`src/rtl/param_single_port_ram.sv`:
```
// Parametrised synchronous single-port RAM with byte-lane write enables,
// selectable read-during-write behaviour, optional output register and post-reset clear.
module param_single_port_ram #(
  parameter int DATA_WIDTH     = 8,
  parameter int ADDR_WIDTH     = 6,
  parameter int BYTE_WIDTH     = 8,
  parameter int WRITE_MODE     = 0,
  parameter int OUT_REG        = 0,
  parameter int CLEAR_ON_RESET = 1
) (
  input  logic                             clk,
  input  logic                             rst,
  input  logic                             en,
  input  logic                             we,
  input  logic [DATA_WIDTH/BYTE_WIDTH-1:0] be,
  input  logic [ADDR_WIDTH-1:0]            addr,
  input  logic [DATA_WIDTH-1:0]            wdata,
  output logic [DATA_WIDTH-1:0]            rdata,
  output logic                             rvalid,
  output logic                             busy
);

  localparam int NB    = DATA_WIDTH / BYTE_WIDTH;
  localparam int DEPTH = 1 << ADDR_WIDTH;
  localparam logic [ADDR_WIDTH-1:0] CLR_LAST = ADDR_WIDTH'(DEPTH - 1);

  typedef enum logic {ST_CLEAR, ST_RUN} state_e;

  state_e                  state_q, state_d;
  logic [ADDR_WIDTH-1:0]   clr_cnt_q, clr_cnt_d;
  logic                    clr_we;
  logic                    acc;

  logic [DATA_WIDTH-1:0]   mem_q [DEPTH];
  logic [DATA_WIDTH-1:0]   old_word;
  logic [DATA_WIDTH-1:0]   merged_word;

  logic [DATA_WIDTH-1:0]   rd1_q, rd1_d;
  logic                    v1_q, v1_d;

  // State register
  always_ff @(posedge clk) begin
    if (rst) begin
      state_q   <= (CLEAR_ON_RESET != 0) ? ST_CLEAR : ST_RUN;
      clr_cnt_q <= '0;
    end else begin
      state_q   <= state_d;
      clr_cnt_q <= clr_cnt_d;
    end
  end

  // Next state
  always_comb begin
    state_d   = state_q;
    clr_cnt_d = clr_cnt_q;
    if (state_q == ST_CLEAR) begin
      clr_cnt_d = clr_cnt_q + 1'b1;
      if (clr_cnt_q == CLR_LAST) state_d = ST_RUN;
    end
  end

  // Outputs of the sequencer; rst gates everything because it is synchronous.
  always_comb begin
    busy   = rst ? (CLEAR_ON_RESET != 0) : (state_q == ST_CLEAR);
    clr_we = !rst && (state_q == ST_CLEAR);
    acc    = !rst && (state_q == ST_RUN) && en;
  end

  assign old_word = mem_q[addr];

  always_comb begin
    merged_word = old_word;
    for (int i = 0; i < NB; i++) begin
      if (be[i]) merged_word[i*BYTE_WIDTH +: BYTE_WIDTH] = wdata[i*BYTE_WIDTH +: BYTE_WIDTH];
    end
  end

  always_ff @(posedge clk) begin
    if (clr_we) begin
      mem_q[clr_cnt_q] <= '0;
    end else if (acc && we) begin
      for (int i = 0; i < NB; i++) begin
        if (be[i]) mem_q[addr][i*BYTE_WIDTH +: BYTE_WIDTH] <= wdata[i*BYTE_WIDTH +: BYTE_WIDTH];
      end
    end
  end

  // Stage 1: result of the access edge; NO_CHANGE writes leave it untouched.
  always_comb begin
    rd1_d = rd1_q;
    v1_d  = 1'b0;
    if (acc) begin
      if (!we) begin
        rd1_d = old_word;
        v1_d  = 1'b1;
      end else if (WRITE_MODE == 0) begin
        rd1_d = old_word;
        v1_d  = 1'b1;
      end else if (WRITE_MODE == 1) begin
        rd1_d = merged_word;
        v1_d  = 1'b1;
      end
    end
  end

  always_ff @(posedge clk) begin
    if (rst) begin
      rd1_q <= '0;
      v1_q  <= 1'b0;
    end else begin
      rd1_q <= rd1_d;
      v1_q  <= v1_d;
    end
  end

  generate
    if (OUT_REG != 0) begin : g_out_reg
      logic [DATA_WIDTH-1:0] rd2_q;
      logic                  v2_q;

      always_ff @(posedge clk) begin
        if (rst) begin
          rd2_q <= '0;
          v2_q  <= 1'b0;
        end else begin
          if (v1_q) rd2_q <= rd1_q;
          v2_q <= v1_q;
        end
      end

      assign rdata  = rd2_q;
      assign rvalid = v2_q;
    end else begin : g_no_out_reg
      assign rdata  = rd1_q;
      assign rvalid = v1_q;
    end
  endgenerate

endmodule
```
`config.mk`:
```
export PLATFORM = sky130hd
export DESIGN_NAME = param_single_port_ram
export DESIGN_NICKNAME = d
export VERILOG_FILES = /design/src/rtl/param_single_port_ram.sv
export SDC_FILE = /design/constraint.sdc
export NUM_CORES = 1
export LEC_CHECK = 0
export CORE_ASPECT_RATIO = 0.8
export CORE_MARGIN = 3
export CORE_UTILIZATION = 42
export CTS_BUF_LIST = sky130_fd_sc_hd__clkbuf_2 sky130_fd_sc_hd__clkbuf_4 sky130_fd_sc_hd__clkbuf_8
export DETAILED_ROUTE_END_ITERATION = 6
export PLACE_DENSITY = 0.54
export SYNTH_ARGS = -nofsm -noshare
export SYNTH_HDL_FRONTEND = slang
export SYNTH_SLANG_ARGS = --single-unit
```
`constraint.sdc`:
```
create_clock -name clk -period 4.5 [get_ports clk]
set_input_delay 0.9 -clock clk [delete_from_list [all_inputs] [get_ports clk]]
set_output_delay 0.9 -clock clk [all_outputs]
set_load 0.005 [all_outputs]
```
Yosys cells after proc, flatten, opt, wreduce, memory -nomap -nowiden
Memory sizes are Yosys's and may differ from the RTL's. A register that Yosys moved wholly into a read port is not among the register bits. Cells that the tools add are included.

Register bits: 8. Bits in writable memories: 512. Input bits: 19. Output and inout bits: 10. Word-level logic and storage cells: 26. Memories: 1.

Memory list: mem_q (depth 64, bits a word 8, rd ports 1, clocked after memory_dff 1, write ports 1, line 34) `logic [DATA_WIDTH-1:0] mem_q [DEPTH];`.

Add/sub/neg operators: 1. Equality and inequality tests: 1. Multiplexer cells: 13. Bitwise logic cells: 1. Reduce and logical (&&, ||, !) cells: 6.

Operators by type and width (count): $mux 1 (11); $mux 8 (1); $reduce_or 8->1 (1); $add 6x1->6 const B (1); $eq 6x6->1 const B (1); $mux 6 (1); $logic_and 1x1->1 (4); $logic_not 1->1 (1); $not 1->1 (1).

Depth between registers and ports, before layout
Gate-level depths: netlist of run 1.

Word-level depth: 9. Gate-level depth with buffers: 8. Depth with buffers taken out: 5.

Least setup slack after synthesis of run 1
Ideal clock, no wire load.

Path kind: input-to-reg. From: in rst. To: mem mem_q[0][0] (data pin). Setup time: 0.367 ns. Arrival: 2.755 ns. Data required time: 4.133 ns. Setup slack: 1.378 ns. Stages: 6. Path buffers: 3. Cells stage by stage: and3b_1 > and3_1 > buf_2 > buf_4 > clkbuf_1 > and2_1.

Word-level cells in the longest chain between the ends: 9. Elaborated cells between the ends (all ways): 10. Those cells by class: mux (4); reduce/logical (6).

RTL lines: from (decl) (line 12) `input logic rst,`; $logic_not 1->1 (*) (line 65, 66); $logic_and 1x1->1 (2 in a row) (line 66) `acc = !rst && (state_q == ST_RUN) && en;`; $logic_and 1x1->1 (line 81) `end else if (acc && we) begin`; $mux 1 (line 81); $mux 1 (*) (line 79) `if (clr_we) begin`; $mux 1 (not written as such) (*) (line 83) `if (be[i]) mem_q[addr][i*BYTE_WIDTH +: BYTE_WIDTH] <= wdata[i*BYTE_WIDTH +: BYTE_WIDTH];`; $reduce_or 8->1 (no line) (*); $mux 8 (no line) (*); to (decl) (line 34).

Every way passes the cells marked *; elsewhere a longest branch is shown, timed or not.

Worst setup path in the final report of run 1
From: in en. To: mem mem_q[61][4] (enable).

Word-level cells in the longest chain between the ends: 7. Elaborated cells between the ends (all ways): 8. Those cells by class: mux (5); reduce/logical (3).

RTL lines: from (decl) (line 13) `input logic en,`; $logic_and 1x1->1 (*) (line 66); $logic_and 1x1->1 (*) (line 81); $mux 1 (*) (line 81); $mux 1 (*) (line 79); $mux 1 (not written as such) (*) (line 83); $reduce_or 8->1 (no line); $mux 6 (no line) / $mux 1 (equally long branches).

Marks and branches as above.

==> results.tsv, run 1 <==
metric	value	unit
status	finished with violations	
violations	design-rule violations	
grt_max_degree	80	
die_w	254	µm
grt_pass1_wl	74500	µm
antenna_found_initial	0	
postCtsSetupBuffers	0	
initial_core_util	42.7	%
slowest_delay	740	ps
maxCapViolCount	0	
synthFlopType	edfxtp_1	
cts_resized	0	
avgSynthCellArea	19.7	µm²
num_antenna_cells	0	
fp-row-count	72	
cts_num_sinks	528	
layout_commonest_cell	edfxtp_1	
post_drt_wl_per_cell	27.2	µm
ir_drop	268	µV
cpMaxStageDelayCell	nor2_1	
maxSlewHeadroom	33.6	%
wl	50700	µm
crit_chain	clkdlybuf4s50_1 -> and3b_1 -> nand3_2 -> o21ai_0 -> nand2_1 -> nor2_1	
clockRootBuffer	clkbuf_8	
worstSetupEndpointType	flop	
arrival	3620	ps
met2_usage	27.7	%
path_max_fanout	8	
leakagePower	8.75	nW
drtAntennaViolNets	0	
use_met1	30.9	%
route.detailed.drc	2	
critPathKind	in -> reg	
numCtsBuffers	81	
ys_warn_count	0	
netlist_area	20700	µm²
synth_edf_count	512	
dieArea	52100	µm²
synth_nets	1072	
fin_skew	26.4	ps
core-area	48600	µm²
ys_types	50	
num-fill-cells	3992	
period_needed	3350	ps
gp_congestion	0.846	
tightest_slew	996	ps
grt_pass1_vias	10600	
num_io_pins	29	
hpwl	31500	µm
path_buf_inv	1	
fin_tns_setup	0	ps
ys_ff_latch	528	
grt_use_total	20.1	%
cts_hold_buf	0	
final_cell_mix	edfxtp_1 (512), mux4_2 (128), nor2_1 (107), clkbuf_8 (87), buf_4 (62)	
syn_inst	1052	
grt-ovfl-total	0	
synthArstFlopShare	0	%
path_clk_slew	60	ps
min_path_type	reg -> reg	
setup_viol	0	
area_delta_synth_final	14.4	%
rsz0062_at_grt	false	
yosysSeqAreaShare	75.6	%
final-seq-area	15700	µm²
fp.dieH	205	µm
drive_gt1_share	28.4	%
cp.required	4770	ps
dr.pass1.iters	7	
worst-r2r-setup-slack	1360	ps
power_density	406	nW/µm²
crit_path_start_kind	input port	
htreeDepth	3	
multi_input_area	4740	µm²
gr-usage-met3	5.66	%
crit_family	simple AND/OR/NAND/NOR gates	
vias	10600	
hold_viol	0	
period_share	74.5	%
viasPerCell	5.69	
final_util	48.9	%
nNetsFinal	1195	
insertion_delay	660	ps
drt_iter0_markers	1128	
top_usage_layer	met1	
finalMaxSlewViolations	0	
portBuffers	28	
clockBufferDepth	3	
cts_tree	yes	
fmax	298	MHz
-- synth_stat cells (7+ instances only) --
cell | n | share of area, %
a31oi_1 | 7 | 0.21
and2_1 | 10 | 0.30
buf_2 | 15 | 0.36
buf_4 | 8 | 0.29
clkbuf_1 | 25 | 0.45
dfxtp_1 | 16 | 1.5
edfxtp_1 | 512 | 74
mux2i_1 | 20 | 0.96
mux4_2 | 128 | 14
nand2_1 | 54 | 0.98
nand2b_1 | 9 | 0.27
nand3_1 | 16 | 0.39
nor2_1 | 107 | 1.9
nor3_1 | 25 | 0.60
o21ai_0 | 8 | 0.19
o22ai_1 | 11 | 0.33
-- registers in the layout, summed over array words and instances (netlist names) --
name	flops
clr_cnt_q	6
mem_q	512
rdata	8
state_q	1
rvalid	1
-- worst min-delay path, delay by kind of cell (launching register included) --
family        cells  cell delay [ps]
flops             1              330
simple gates      2              120
-- routing by layer --
layer | share of wire (%) | vias up
met1 | 46 | 5527
met4 | 2.6 | 0
met2 | 43 | 444
li1 | - | 4537
met5 | 0 | -
met3 | 8.3 | 95
-- worst paths after layout --
check,start,to,cells after the start
setup / recovery,en,mem_q[61][4],6
hold / removal,rdata[5],rdata[5],2
setup reg to reg,state_q,mem_q[61][4],5
hold reg to reg,rdata[5],rdata[5],2
-- where the power goes --
group          switching, W  total [W]  internal, W
logic              0.000190   0.000310     0.000120
registers        0.00000758    0.00533      0.00533
clock network       0.00180    0.00399      0.00219
-- metrics by stage --
| stage | hold WS, ps | cell area [µm²] | total power [W] | setup WS [ps] | cells |
|---|---|---|---|---|---|
| after floorplan | 458 | 20700 | 0.00564 | 1380 | 1052 |
| after CTS | 503 | 23700 | 0.00975 | 1230 | 1863 |
| final | 500 | 23700 | 0.00963 | 1150 | 1863 |
| after detailed placement | 496 | 22100 | 0.00575 | 535 | 1721 |
| after global placement | 503 | 22100 | 0.00575 | 625 | 1721 |
| after global routing | 523 | 23700 | 0.0100 | 996 | 1863 |
-- final cells by class --
class,instances,area share [%]
flip-flops and latches,528,66.1
clock inverters,25,0.827
clock buffers,117,5.97
inverters,4,0.0632
repair buffers,96,3.75
multi-input cells,464,20.0
well taps,629,3.31
-- cells by family after synthesis --
group / after synthesis / share of synthesized area (%)
and+or+nand+nor: 237 / 5.08
adders and majority gates: 1 / 0.0603
DFF: 528 / 75.6
xor gates and xnor gates: 5 / 0.211
muxes: 152 / 15.1
AOI/OAI and AO/OA: 69 / 2.38
buffers and inverters: 60 / 1.54
(Power assumes the default switching activity.)
==> run 2: changes to the inputs <==
==> constraint.sdc (replaced) <==
create_clock -name clk -period 3.2 [get_ports clk]
set_input_delay 0.64 -clock clk [delete_from_list [all_inputs] [get_ports clk]]
set_output_delay 0.64 -clock clk [all_outputs]
set_load 0.005 [all_outputs]
==> results.tsv, run 2 (same netlist as run 1, synthesis figures left out) <==
metric	value	unit
status	completed	
holdWs	505	ps
area_delta_synth_final	17.7	%
cts_resized	0	
critPathLaunch	rst	
power_frac_clock	42.2	%
min_path_type	reg -> reg	
drtAntennaViolNets	0	
die_w	254	µm
initial_core_util	42.7	%
maxCapViolCount	0	
viasPerCell	5.55	
gp_congestion	0.831	
crit_family	simple AND/OR/NAND/NOR gates	
fmax	358	MHz
fin_skew	29.2	ps
insertion_delay	680	ps
ir_drop	350	µV
numCtsBuffers	85	
p_sw	0.00290	W
hpwl	31900	µm
critPathKind	in -> reg	
final_cell_mix	edfxtp_1 (512), mux4_2 (128), buf_4 (117), nor2_1 (107), clkbuf_8 (93)	
rr_endpoint	mem_q[56][1]	
layout_commonest_cell	edfxtp_1	
cts_tree	yes	
cp.required	3480	ps
drt_iter0_markers	1042	
clockBufferDepth	3	
grt-ovfl-total	0	
drive_gt1_share	31.9	%
worst-r2r-setup-slack	570	ps
vias	10800	
largest_reg_flops	512	
path_clk_slew	60	ps
crit_path_start_kind	input port	
cpMaxStageDelayCell	nor2_1	
portBuffers	28	
grt_pass1_wl	74900	µm
tightest_slew	821	ps
power_density	565	nW/µm²
crit_chain	clkdlybuf4s50_1 -> and3b_1 -> and3_1 -> a22o_1 -> nand2_1 -> buf_4 -> nor2_1	
finalMaxSlewViolations	0	
grt_pass1_vias	11000	
cts_hold_buf	0	
worstSetupEndpointType	flop	
nNetsFinal	1262	
maxSlewHeadroom	45.1	%
hold_viol	0	
min_path_cells	2	
top_register	mem_q	
clockRootBuffer	clkbuf_8	
num-fill-cells	3968	
grt_use_total	20.0	%
final_util	50.3	%
antenna_found_initial	0	
period_share	87.2	%
crit-reg2reg-launch	state_q	
core-area	48600	µm²
path_buf_inv	2	
rsz0062_at_grt	false	
leakagePower	9.11	nW
cts_num_sinks	528	
fp-row-count	72	
postCtsSetupBuffers	0	
num_io_pins	29	
route.detailed.drc	0	
post_drt_wl_per_cell	26.0	µm
wl	50500	µm
path_max_fanout	8	
combPwrFrac	3.5	%
grt_max_degree	65	
slowest_delay	560	ps
fp.dieH	205	µm
reg2reg_depth	6	
dr.pass1.iters	5	
fin_tns_setup	0	ps
dieArea	52100	µm²
power_frac_seq	54.3	%
hold_start	rdata[5]	
num_antenna_cells	0	
period_needed	2790	ps
intPower	0.0109	W
swShare	21.0	%
htreeDepth	3	
arrival	3080	ps
hold_end	rdata[5]	
setup_viol	0	
## run 2: area by class of cell
| class | count | area, µm² | share of cell area (%) |
|---|---|---|---|
| tap | 629 | 787 | 3.22 |
| multi-input combinational | 464 | 4740 | 19.4 |
| clock buffer | 125 | 1510 | 6.20 |
| inverter | 4 | 15.0 | 0.0615 |
| clock inverter | 31 | 210 | 0.861 |
| timing repair buffer | 159 | 1460 | 5.99 |
| sequential | 528 | 15700 | 64.3 |
## run 2: per-layer routing
metal	vias up	GRT usage [%]	part of all wire, %
met3	69	4.87	6.2
met2	324	28.3	44
met5	-	0	0
li1	4689	-	-
met1	5682	31.2	48
met4	0	5.12	1.8
## run 2: worst min-delay path, cell delays in order (launching register included)
cell	delay (ps)
dfxtp_1	330
nand2_1	60
nand3_1	60
## run 2: stage by stage
step	power (W)	worst slack [ps]	cells	cell area, µm²
after floorplan	0.00793	338	1052	20700
after detailed placement	0.00813	-233	1784	22700
after global routing	0.0143	315	1940	24400
final	0.0138	409	1940	24400
after global placement	0.00813	-227	1784	22700
after CTS	0.0140	492	1940	24400
## run 2: worst max path at each step
stage                         to  slack (ps)  depth (start not counted)
finish              mem_q[56][1]         410                          7
global route        mem_q[56][0]         310                          7
CTS                 mem_q[56][0]         490                          7
detailed placement  mem_q[25][2]        -230                          8
global placement    mem_q[59][0]        -230                          7
floorplan            mem_q[0][0]         340                          6
## run 2: power by group through the flow
stage               Combinational, W  Sequential [W]  Clock (W)
global placement            0.000488         0.00765          0
floorplan                   0.000290         0.00764          0
detailed placement          0.000488         0.00765          0
finish                      0.000484         0.00750    0.00583
global route                0.000520         0.00750    0.00630
CTS                         0.000490         0.00750    0.00597
